`src/rtl/counter_run_scheduler.sv`:
```
// Round-robin scheduler that lends one shared counter to N_REQ requesters for
// timed runs, holding the counter in sync clear whenever no run is active.
module counter_run_scheduler #(
    parameter int N_REQ = 4,
    parameter int WIDTH = 8
) (
    input  logic                   clk,
    input  logic                   a_rst,
    input  logic [N_REQ-1:0]       req,
    input  logic [N_REQ*WIDTH-1:0] len,
    output logic [N_REQ-1:0]       grant,
    output logic [N_REQ-1:0]       ack,
    output logic                   busy,
    output logic                   cnt_clear,
    input  logic [WIDTH-1:0]       cnt_count,
    input  logic                   cnt_done,
    output logic                   err
);

    localparam int IDX_W = (N_REQ > 1) ? $clog2(N_REQ) : 1;

    typedef enum logic [1:0] {
        IDLE = 2'd0,
        RUN  = 2'd1,
        DONE = 2'd2
    } state_t;

    state_t           state_q,  state_d;
    logic [N_REQ-1:0] grant_q,  grant_d;
    logic [IDX_W-1:0] owner_q,  owner_d;
    logic [IDX_W-1:0] rr_ptr_q, rr_ptr_d;
    logic [WIDTH-1:0] target_q, target_d;
    logic             err_q,    err_d;

    logic [WIDTH-1:0] len_slice [N_REQ];
    logic             pick_valid;
    logic [IDX_W-1:0] pick_idx;
    logic [IDX_W-1:0] cand;
    logic [IDX_W-1:0] owner_next;
    logic             owner_req;
    logic             run_match;

    always_comb begin
        for (int i = 0; i < N_REQ; i++) begin
            len_slice[i] = len[i*WIDTH +: WIDTH];
        end
    end

    // First requesting index at or after rr_ptr, wrapping modulo N_REQ.
    always_comb begin
        pick_valid = 1'b0;
        pick_idx   = '0;
        cand       = '0;
        for (int i = 0; i < N_REQ; i++) begin
            cand = IDX_W'((int'(rr_ptr_q) + i) % N_REQ);
            if (!pick_valid && req[cand]) begin
                pick_valid = 1'b1;
                pick_idx   = cand;
            end
        end
    end

    assign owner_next = (owner_q == IDX_W'(N_REQ - 1)) ? '0 : owner_q + 1'b1;
    assign owner_req  = req[owner_q];
    // Count starts at 0 in the first RUN cycle, so target-1 marks the last one.
    assign run_match  = (cnt_count == target_q - 1'b1);

    always_comb begin
        // NOTE: every signal gets its hold value first, so no path through the
        // case below can leave one unassigned and infer a latch.
        state_d  = state_q;
        grant_d  = grant_q;
        owner_d  = owner_q;
        rr_ptr_d = rr_ptr_q;
        target_d = target_q;
        err_d    = err_q;

        case (state_q)
            IDLE: begin
                if (pick_valid) begin
                    grant_d  = N_REQ'(1) << pick_idx;
                    owner_d  = pick_idx;
                    target_d = len_slice[pick_idx];
                    state_d  = (len_slice[pick_idx] == '0) ? DONE : RUN;
                end
            end
            RUN: begin
                if (run_match) begin
                    state_d = DONE;
                end else if (cnt_done) begin
                    err_d   = 1'b1;
                    state_d = DONE;
                end else if (!owner_req) begin
                    grant_d  = '0;
                    rr_ptr_d = owner_next;
                    state_d  = IDLE;
                end
            end
            DONE: begin
                grant_d  = '0;
                rr_ptr_d = owner_next;
                state_d  = IDLE;
            end
            default: begin
                grant_d = '0;
                state_d = IDLE;
            end
        endcase
    end

    // NOTE: state registers use non-blocking assignments so every flop samples
    // the pre-edge values regardless of statement order.
    always_ff @(posedge clk or negedge a_rst) begin
        if (!a_rst) begin
            state_q  <= IDLE;
            grant_q  <= '0;
            owner_q  <= '0;
            rr_ptr_q <= '0;
            target_q <= '0;
            err_q    <= 1'b0;
        end else begin
            state_q  <= state_d;
            grant_q  <= grant_d;
            owner_q  <= owner_d;
            rr_ptr_q <= rr_ptr_d;
            target_q <= target_d;
            err_q    <= err_d;
        end
    end

    // Outputs decode straight from registers so reset clears them without a clock.
    assign grant     = grant_q;
    assign ack       = (state_q == DONE) ? grant_q : '0;
    assign busy      = (state_q != IDLE);
    assign cnt_clear = (state_q != RUN);
    assign err       = err_q;

endmodule

```
`config.mk`:
```
export PLATFORM = sky130hd
export DESIGN_NAME = counter_run_scheduler
export DESIGN_NICKNAME = d
export VERILOG_FILES = /design/src/rtl/counter_run_scheduler.sv
export SDC_FILE = /design/constraint.sdc
export NUM_CORES = 1
export LEC_CHECK = 0
export ABC_AREA = 1
export ABC_CLOCK_PERIOD_IN_PS = 3700
export CORE_MARGIN = 2
export CORE_UTILIZATION = 45
export DETAILED_ROUTE_END_ITERATION = 10
export MAX_ROUTING_LAYER = met4
export PLACE_DENSITY = 0.83
export SYNTH_ARGS = -nofsm -noshare
export SYNTH_HDL_FRONTEND = slang
export SYNTH_SLANG_ARGS = --single-unit
```
`constraint.sdc`:
```
create_clock -name clk -period 3.7 [get_ports clk]
set_clock_uncertainty 0.05 [all_clocks]
set_input_delay 0.74 -clock clk [delete_from_list [all_inputs] [get_ports clk]]
set_output_delay 0.74 -clock clk [all_outputs]
set_load 0.005 [all_outputs]
```
== Yosys cells after proc, flatten, opt, wreduce, memory -nomap -nowiden ==
Cells that the tools add are included.

* Bits in registers: 19
* Output and inout port bits: 11
* Input port bits: 47
* Word-level logic and storage cells: 83

* Shift-type cells: 1
* Add/sub/neg operators: 5
* $lt $le $gt $ge: 6
* Equal/unequal tests: 10
* Reduce and logical (&&, ||, !) cells: 15
* Muxes and demuxes: 38
* Bitwise gates (word level): 2

{| class="wikitable"
|+ Operators with widths
! operator !! count
|-
| 2-bit 2-to-1 mux || 13
|-
| 4-bit 2-to-1 mux || 5
|-
| 8-bit binary-select mux with 2-bit select || 1
|-
| 8-bit 2-to-1 mux || 2
|-
| 2-bit by 3-bit less-than comparator with 1-bit output (second input constant) || 5
|-
| 1-bit binary-select mux with 2-bit select || 5
|-
| 1-bit 2-to-1 mux || 9
|-
| 8-bit == test || 1
|-
| 8-bit zero test || 1
|-
| 2-bit inequality test (second input constant) || 4
|-
| 2-bit case mux with 2 select lines || 2
|-
| 4-bit case mux with 2 select lines || 1
|-
| 4-bit AND reduction || 2
|-
| 8-bit by 1-bit subtractor with 8-bit output (second input constant) || 1
|-
| 2-bit by 1-bit adder with 2-bit output (second input constant) || 2
|-
| 2-bit adder (second input constant) || 2
|-
| 2-bit == test (second input constant) || 2
|-
| 4-bit inequality test (second input constant) || 1
|-
| 2-bit AND reduction || 2
|-
| 2-bit nonzero test || 2
|-
| 1-bit by 2-bit left shift with 4-bit output (first input constant) || 1
|-
| 3-bit greater-or-equal comparator (second input constant) || 1
|-
| 1-bit logical AND || 3
|-
| 1-bit zero test || 3
|-
| 6 further kinds || 6
|}

== Logic depth before layout (Yosys ltp) ==
* Depth after elaboration: 20
* Depth in mapped cells: 20
* Gate-level depth less buffers: 19

== Worst setup path before layout ==
Ideal clock, no wire load.

* Path type: input to register
* From: in req[2]
* To: reg state_q[1]
* Stages on the path: 18
* Required time: 3577 ps
* Data arrival time: 2110 ps
* Slack: 1467 ps
* Buffers on the path: 1
* Library setup time: 73 ps
* Cell sequence: inv_1 > nand2_1 > nand3_2 > nand2_2 > inv_2 > nand2_2 > nand2_2 > nand3_4 > buf_4 > nand2_1 > nand2_1 > nand2_1 > nand2_1 > nor2_1 > nand2_1 > nor2_1 > nand2_1 > a21oi_2

* Word-level cells in the longest chain between the ends: 20
* Elaborated cells between the ends (all ways): 35
* Those cells by class: eq/ne (2); mux (24); bitwise (1); reduce/logical (8)

{| class="wikitable"
|+ Ends and longest elaborated chain
! item !! line !! RTL
|-
| start: declaration || 9 || <nowiki>input logic [N_REQ-1:0] req,</nowiki>
|-
| 1-bit binary-select mux with 2-bit select || 56 || <nowiki>if (!pick_valid && req[cand]) begin</nowiki>
|-
| 1-bit 2-to-1 mux (not written as such) || 56 ||
|-
| 1-bit 2-to-1 mux || 56 ||
|-
| 1-bit zero test || 56 ||
|-
| 1-bit logical AND || 56 ||
|-
| 1-bit 2-to-1 mux || 56 ||
|-
| 1-bit zero test || 56 ||
|-
| 1-bit logical AND || 56 ||
|-
| [... 3 more ...] || - ||
|-
| 2-bit 2-to-1 mux || 56 ||
|-
| 2-bit NOT with 3-bit output (not written as such) || 84 || <nowiki>state_d = (len_slice[pick_idx] == '0) ? DONE : RUN;</nowiki>
|-
| 8-bit binary-select mux with 2-bit select || 84 ||
|-
| 8-bit 2-to-1 mux (not written as such) (2 in series) || 84 ||
|-
| 8-bit zero test || 84 ||
|-
| 2-bit 2-to-1 mux || 84 ||
|-
| 2-bit 2-to-1 mux || 80 || <nowiki>if (pick_valid) begin</nowiki>
|-
| 2-bit case mux with 2 select lines || 78 || <nowiki>case (state_q)</nowiki>
|-
| end signal: assignment || 122 || <nowiki>state_q <= state_d;</nowiki>
|-
| end: declaration || 28 || <nowiki>state_t state_q, state_d;</nowiki>
|}

Parallel ways exist; a longest one is shown, timed or not. The select of a mux whose other input is x is not followed.
A chain may end at the register's enable or synchronous reset.

== Worst setup path after layout ==
* From: in req[3]
* To: reg state_q[1]

Same word-level chain as after synthesis.

==> summary.txt <==
CTS
  • Skew-Pair Late Insertion Delay: 0.26 ns
  • Post-cts gate resize count: 0
  • Root Buffer: clkbuf_8
  • Reg clk slew, reported paths: 0.07 ns
  • Post-CTS Setup Inserts: 0
  • Longest Clk Path Bufs: 2
  • Hold-fix buffers, CTS: 0
  • TritonCTS clock tree: yes
  • H-tree depth: 1
  • Clock Sinks: 19
  • TritonCTS Buffers: 3

Layout
  • Inserted Diodes: 0
  • Nets@finish: 376
  • Multi-input gate area: 0.001107 mm²
  • Storage cell area: 475.5 µm²
  • Share of layout cells above drive strength 1: 8.896%
  • Syn-to-layout area delta: 35.10%
  • Fin cells: 374
  • Fill cell total of the finished layout: 363

Setup path
  • WP data required: 3.84 ns
  • Startpoint Class: input pin
  • FF-to-FF Start: rr_ptr_q[0]
  • Critical Path Sink Type: register
  • Reg2Reg Depth: 15
  • Crit. Startpoint: req[3]
  • RR Endpoint: state_q[1]
  • CP Max Fanout: 13
  • CP Data Arrival Time: 3.08 ns
  • Crit Path Class: input pin to register
  • R2R setup slack: 1.02 ns

Timing
  • Final period utilization: 79.31%
  • Setup TNS: 0 ns
  • Minimum clock period after layout: 2.934 ns
  • Setup violations, final: 0
  • RSZ-0062 raised after global routing: no
  • Slew headroom: 45.28%
  • Max Fclk: 0.3408 GHz
  • Slew @ Worst Pin: 0.8183 ns
  • Slew Viols, Final: 0
  • Final hold viol count: 0

Place
  • GP Congestion: 0.9126
  • Dpl hpwl: 3.517 mm
  • PortBufs: 57
  • Placed cells: 370

Route
  • Via density: 5.056
  • Post-DRT Antenna Nets: 0
  • Total wire length: 4.304 mm
  • DRC: 0
  • DRT Pass-1 Iters: 5
  • WL/cell: 11.51 µm
  • Via count: 1891
  • Iter 0 DRT Violations: 92

Synth
  • Syn Area/Cell: 6.412 µm²
  • Synthesized cell area: 0.001750 mm²
  • Post-synthesis cell count: 273
  • Top cell type's share of synthesized area: 27.16%
  • Post-synth EDFFs: 0
  • Synth area leaders: dfrtp_1 27%, nand2_1 24%, nand4_1 5.7%
  • Syn_nets: 322
  • Synth area leader: dfrtp_1
  • Commonest cells post-synth: 112 x nand2_1, 21 x inv_1, 21 x nor2_1
  • Yosys warnings: 0
  • Asr flop ratio synth: 100.0%
  • Seq/Total Area, Yosys: 27.16%
  • Commonest register cell after synthesis: dfrtp_1
  • Most numerous cell in the Yosys netlist: nand2_1
  • Post-synth cell types: 31
  • Synth Register Bits: 19

GRT
  • Initial antenna violation count: 0
  • First-pass GRT wire length: 7.120 mm
  • Aggregate global-route resource usage: 21.00%
  • Global route overflow: 0
  • Largest net degree at the start of global routing: 22
  • Vias in the first global route: 1656

Hold path
  • Hold Crit Class: register to register
  • Hold path endpoint: err
  • Hold_sp: err
  • Hold depth: 1

Power and ir drop
  • Switching pwr: 0.001184 W
  • Pwr/cell area: 901.7 mW/mm²
  • Switching portion of total power: 55.53%
  • VDD IR max: 0.5603 mV
  • Seq pwr share: 18.2%
  • Combinational fraction of design power: 75.0%
  • Internal power: 0.0009482 W
  • Clock share of power: 6.8%
  • Pleak: 1.145 nW

Die
  • Die W: 66.37 µm
  • Core Area: 0.003689 mm²
  • Initial Util: 47.46%
  • Chip height: 66.37 µm
  • Number of I/O pins: 58
  • Die area: 0.004405 mm²
  • Site Rows: 22

Status
  • Outcome: finished, final reports clean

Flow run
  • MaxCap Viol Count: 0
[cell type report]
| type | instances | share of cell area (%) |
|---|---|---|
| flip-flops and latches | 19 | 20.11 |
| clock buffers | 4 | 1.905 |
| repair buffers | 57 | 24.13 |
| well taps | 48 | 2.540 |
| inverters | 27 | 4.497 |
| multi-input cells | 219 | 46.83 |
[worst max path at each step]
stage / depth (start not counted) / to / slack [ns]
floorplan: 18 / state_q[1] / 1.47
global placement: 18 / state_q[1] / 0.58
detailed placement: 17 / state_q[1] / 0.52
CTS: 17 / state_q[1] / 0.77
global route: 17 / state_q[1] / 0.49
finish: 17 / state_q[1] / 0.77
[flip-flops by register name (all words and copies together) (netlist names)]
| signal | count |
|---|---|
| state_q | 2 |
| err | 1 |
| rr_ptr_q | 2 |
| owner_q | 2 |
| grant | 4 |
| target_q | 8 |
[routing by layer]
metal / global-route usage (%) / share of wire, % / vias up
met5: - / 0 / -
met4: 6.122 / 1.2 / 0
met3: 1.363 / 5.4 / 5
met2: 34.50 / 47 / 68
met1: 27.89 / 46 / 834
li1: - / - / 984
[metrics by stage]
step	cell area, µm²	hold slack (ns)	util (%)	setup slack [ns]	power, W
4_1_cts	2365	0.4256	64.11	0.7748	0.002129
3_3_place_gp	2320	0.3938	62.89	0.5754	0.001937
5_1_grt	2365	0.4448	64.11	0.4857	0.002384
6_report	2365	0.4153	64.11	0.7656	0.002132
3_5_place_dp	2320	0.4096	62.89	0.5216	0.001979
2_1_floorplan	1750	0.3944	-	1.467	0.001696
[critical path, cell delays in order]
cell and delay, ns:
clkdlybuf4s50_1 0.50, inv_1 0.07, nand2_1 0.09, nand3_2 0.10
nand2_2 0.14, nor2_8 0.06, nand3_1 0.07, nand3_1 0.08
nand2_1 0.31, inv_1 0.24, nand2_1 0.12, nand2_1 0.08
nor2_1 0.11, nand2_1 0.06, nor2_1 0.11, nand2_1 0.08
a21oi_2 0.11
[power groups by stage]
stage / registers, W / clock network [W] / logic (W)
after floorplan: 0.000357 / 0 / 0.00134
after global placement: 0.000389 / 0 / 0.00155
after detailed placement: 0.000390 / 0 / 0.00159
after CTS: 0.000387 / 0.000146 / 0.00160
after global routing: 0.000400 / 0.000152 / 0.00183
final: 0.000388 / 0.000145 / 0.00160
[placed cells by master (no fill, tap or decap), types with 8 or more instances in the layout]
cell,instances
nand2_1,112
clkdlybuf4s50_1,57
inv_1,21
nor2_1,21
dfrtp_1,19
nand4_1,16
o21ai_0,12
nand2_2,9
nand3_1,9
xor2_1,8
[kinds of logic (layout without fill, tap and decap cells)]
group,Yosys count,count (layout),synth area share (%)
buffers and inverters,35,88,9.579
AOI/OAI and AO/OA,29,29,9.650
DFF,19,19,27.16
xor gates and xnor gates,11,11,5.504
and+or+nand+nor,177,177,46.68
adders and majority gates,2,2,1.429
No activity file was read; power rests on OpenSTA's default activity.
==> patch 1 (same flow settings) <==
Register the output `cnt_clear`, with the module's reset; this adds one clock of latency there. The other outputs are not delayed to match.
--- a/src/rtl/counter_run_scheduler.sv
+++ b/src/rtl/counter_run_scheduler.sv
@@ -132,7 +132,13 @@
     assign grant     = grant_q;
     assign ack       = (state_q == DONE) ? grant_q : '0;
     assign busy      = (state_q != IDLE);
-    assign cnt_clear = (state_q != RUN);
+    always_ff @(posedge clk or negedge a_rst) begin
+        if (!a_rst) begin
+            cnt_clear <= '0;
+        end else begin
+            cnt_clear <= (state_q != RUN);
+        end
+    end
     assign err       = err_q;
 
 endmodule
Function: changed (Yosys sat finds a counterexample within 4 cycles, from zero or initial values and one cycle with a_rst low).
==> patch 1 against the original RTL <==
- global-route usage fell by 0.26 points
- setup slack got worse by 0.023 ns
- final area rose by 1.2%
- synthesized area fell by 0.43%
- sequential cell count rose by 1
- routed wire length fell by 1.3%
- first-iteration DRC count fell by 16%
- critical path depth did not move
- clock power rose by 50%
- power rose by 3.2%
- largest cell class unchanged
- highest routed layer unchanged
==> patch 1: results (changes against the original RTL) <==
[global_route]
gr-usage-all-layers = 0.207  ; -0.00261
grt_pass1_vias = 1650  ; -0.36%
met2_usage = 0.334  ; -0.0112
grt_max_degree = 21  ; -4.5%

[synthesis]
yosysSeqAreaShare = 0.287  ; +0.0155
synth.area.top_cells = dfrtp_1 (29%), nand2_1 (25%), nand3_1 (6.3%)
ys_types = 27  ; -13%
synth_fp_nets = 327  ; +1.6%
netlist_instances = 278  ; +1.8%
yosys-top-cells-count = nand2_1 (117), inv_1 (22), nand3_1 (22), nor2_1 (22), dfrtp_1 (20)

[placement]
gp_congestion = 0.925  ; +1.4%
hpwl_um = 3380  ; -3.8%

[outcome]
status = completed

[pwr]
p_leak_nw = 1.17  ; +1.7%
ir_worst_vdd_uv = 537  ; -4.2%

[layout]
instances_no_fill = 380  ; +1.6%
nFillCells = 340  ; -6.3%
drive_gt1_frac = 0.0813  ; -0.00763

[detailed_routing]
first_iter_violations = 77  ; -16%
dr.pass1.iters = 4  ; -1
drt_wl_total_um = 4250  ; -1.3%
vias_per_cell = 5.04  ; -0.28%

[timing]
worst_slew_pin_slew_ns = 0.876  ; +0.0578 ns

[setup_path]
cp.arrival_ns = 3.11  ; +0.03 ns
cp_max_fo = 12  ; -1

==> patch 1: cell count changes after synthesis, moves of 3 or more <==
cell     before  now
nand3_1       9   22
nand4_1      16    6
nand2_1     112  117
o21ai_1       6    1
nand2_2       9    6
nand2_4       1    4
==> patch 1: final cells by class <==
type                       instances  area share
clock inverter                     1      0.0126
timing repair buffer              57       0.238
inverter                          26      0.0408
sequential                        20       0.209
multi-input combinational        225       0.457
tap                               48      0.0251
clock buffer                       3      0.0173
==> patch 1: path summary, 6_finish.rpt <==
check / startpoint / cells past startpoint / slack (ns) / to
setup / recovery: req[0] / 17 / 0.74 / state_q[1]$_DFFE_PN0P_
hold / removal: err$_DFFE_PN0P_ / 1 / 0.42 / err$_DFFE_PN0P_
setup reg to reg: rr_ptr_q[0]$_DFFE_PN0P_ / 16 / 0.91 / state_q[1]$_DFFE_PN0P_
hold reg to reg: err$_DFFE_PN0P_ / 1 / 0.42 / err$_DFFE_PN0P_
max in group asynchronous: a_rst / 1 / 2.14 / target_q[0]$_DFFE_PN0P_
min in group asynchronous: a_rst / 1 / 0.92 / rr_ptr_q[0]$_DFFE_PN0P_
==> patch 1: cell families after synthesis <==
group / count (synthesis) / synth area share
and+or+nand+nor: 187 / 0.477
buffers and inverters: 33 / 0.0861
AOI/OAI and AO/OA: 27 / 0.0904
DFF: 20 / 0.287
xor gates and xnor gates: 9 / 0.0452
adders and majority gates: 2 / 0.0144
==> patch 1: layer usage <==
| layer | share of wire | wire length, µm | vias up |
|---|---|---|---|
| li1 | - | - | 996 |
| met5 | 0 | 0 | - |
| met2 | 0.45 | 1920 | 65 |
| met4 | 0.011 | 48 | 0 |
| met1 | 0.47 | 2010 | 850 |
| met3 | 0.065 | 274 | 5 |
==> patch 1: worst reg2reg max path: cells and delay by family (launching register included) <==
kind            cells  cell delay (ns)
buf+inv             3             0.45
flops               1             0.66
compound gates      1             0.11
simple gates       12             1.45
==> patch 1: report_power, final <==
| group | switching [mW] | internal (mW) | leakage, nW |
|---|---|---|---|
| registers | 0.100 | 0.323 | 0.244 |
| clock network | 0.0734 | 0.144 | 0.0357 |
| logic | 1.00 | 0.558 | 0.885 |
==> patch 1: stage by stage <==
step                setup slack, ns  area, µm²  hold WS, ns
CTS                           0.740       2390        0.423
global route                  0.477       2390        0.462
floorplan                      1.43       1740        0.394
global placement              0.548       2320        0.400
finish                        0.743       2390        0.419
detailed placement            0.497       2320        0.406
==> patch 2 (config.mk and constraints unchanged) <==
Without the edit above. Change the parameter `WIDTH` from 8 to 9.
--- a/src/rtl/counter_run_scheduler.sv
+++ b/src/rtl/counter_run_scheduler.sv
@@ -2,7 +2,7 @@
 // timed runs, holding the counter in sync clear whenever no run is active.
 module counter_run_scheduler #(
     parameter int N_REQ = 4,
-    parameter int WIDTH = 8
+    parameter int WIDTH = 9
 ) (
     input  logic                   clk,
     input  logic                   a_rst,
Ports: changed (resized cnt_count and len); port bits go from 58 to 63. No check against the original RTL was run, so the function may have changed too.
==> patch 2 against the original RTL <==
- final area increased by 6.4%
- core utilization decreased by 0.29 points
- first-iteration DRC count decreased by 28%
- sequential cell count increased by 1
- synthesized area increased by 4.0%
- power increased by 5.1%
- critical endpoint is now state_q[0]$_DFFE_PN0P_
- synthesized cell count increased by 8.4%
- fmax decreased by 2.7%
- critical path depth unchanged
- routed wire length increased by 2.0%
- setup slack got worse by 0.081 ns
- highest routed layer unchanged
- die area increased by 3.8%
==> patch 2: results (changes against the original RTL) <==
[synthesis]
ys_types = 30  ; -3.2%
avgSynthCellArea_um2 = 6.15  ; -4.1%
synth.area.top_cells = dfrtp_1 (27%), nand2_1 (27%), inv_1 (6.4%)
yosys-top-cells-count = nand2_1 (129), inv_1 (31), nor2_1 (25), dfrtp_1 (20), o21ai_0 (18)
yosysSeqAreaShare = 0.275  ; +0.00329

[placement]
port_buffers = 62  ; +8.8%
dp_cells = 402  ; +8.6%
place_worst_setup_slack_ns = 0.428  ; -0.0936 ns
gp_congestion = 0.843  ; -7.7%

[setup_path]
cp.arrival_ns = 3.11  ; +0.03 ns
timing.reg2reg.setup_slack_ns = 0.89  ; -0.13 ns
regToRegEndpoint = state_q[0]$_DFFE_PN0P_
cp-startpoint = req[1]
slowest_delay_ns = 0.45  ; -0.05 ns
cp_max_fo = 12  ; -1
r2r_cells = 17  ; +2

[pwr]
ir_worst_vdd_uv = 557  ; -0.63%
p_leak_nw = 1.27  ; +11%
pwr-share-clk = 0.072  ; +0.004
power.internal_mw = 1.00  ; +5.7%
powerSeq_mw = 0.414  ; +6.7%
finalPower_mw = 2.24  ; +5.1%

[timing]
maxSlewHeadroom = 0.435  ; -0.0182
fin_crit_sh = 0.815  ; +0.0218
hold-worst-slack_ns = 0.427  ; +0.0121 ns

[global_route]
met1_usage = 0.280  ; +0.000722
grt_first_pass_wirelength_um = 7360  ; +3.4%
use_met3 = 0.00667  ; -0.00696
met2_usage = 0.347  ; +0.00181
grt_pass1_vias = 1756  ; +6.0%
gr-usage-all-layers = 0.208  ; -0.00183

[detailed_routing]
detail_route.wl_per_cell_um = 10.8  ; -6.1%
dr.pass1.iters = 4  ; -1
vias = 1953  ; +3.3%
wl_met3_um = 172  ; -26%
wl_met2_um = 2060  ; +1.2%
first_iter_violations = 66  ; -28%
wl_met1_um = 2100  ; +5.8%

[outcome]
status = completed

[layout]
largest_reg_flops = 9  ; +1
drive_gt1_frac = 0.0674  ; -0.0215
instances_no_fill = 406  ; +8.6%

[patch 2: cell count changes in the layout (fill, tap and decap cells not counted), sizes merged, moves of 2 or more]
cell / unedited run / this run
inv: 27 / 34
nand4: 16 / 2
or2: 2 / 0
nand2: 122 / 140
nor2: 22 / 27
o32ai: 0 / 2
clkdlybuf4s50: 57 / 62
nand3: 14 / 20
o31ai: 2 / 0
[patch 2: final cells by class]
type / instances / area, µm²
Fill cell: 353 / 1430
Multi-Input combinational cell: 236 / 1150
Timing Repair Buffer: 62 / 621
Sequential cell: 20 / 500
Inverter: 34 / 128
Tap cell: 50 / 62.6
Clock buffer: 4 / 55.1
[patch 2: logic make-up after synthesis]
kind of cell             synth area share
AO/OA/AOI/OAI                      0.0935
XOR/XNOR                           0.0625
adder cells (fa/ha/maj)            0.0137
buffers and inverters              0.0935
flip-flops                          0.275
AND/OR/NAND/NOR                     0.462
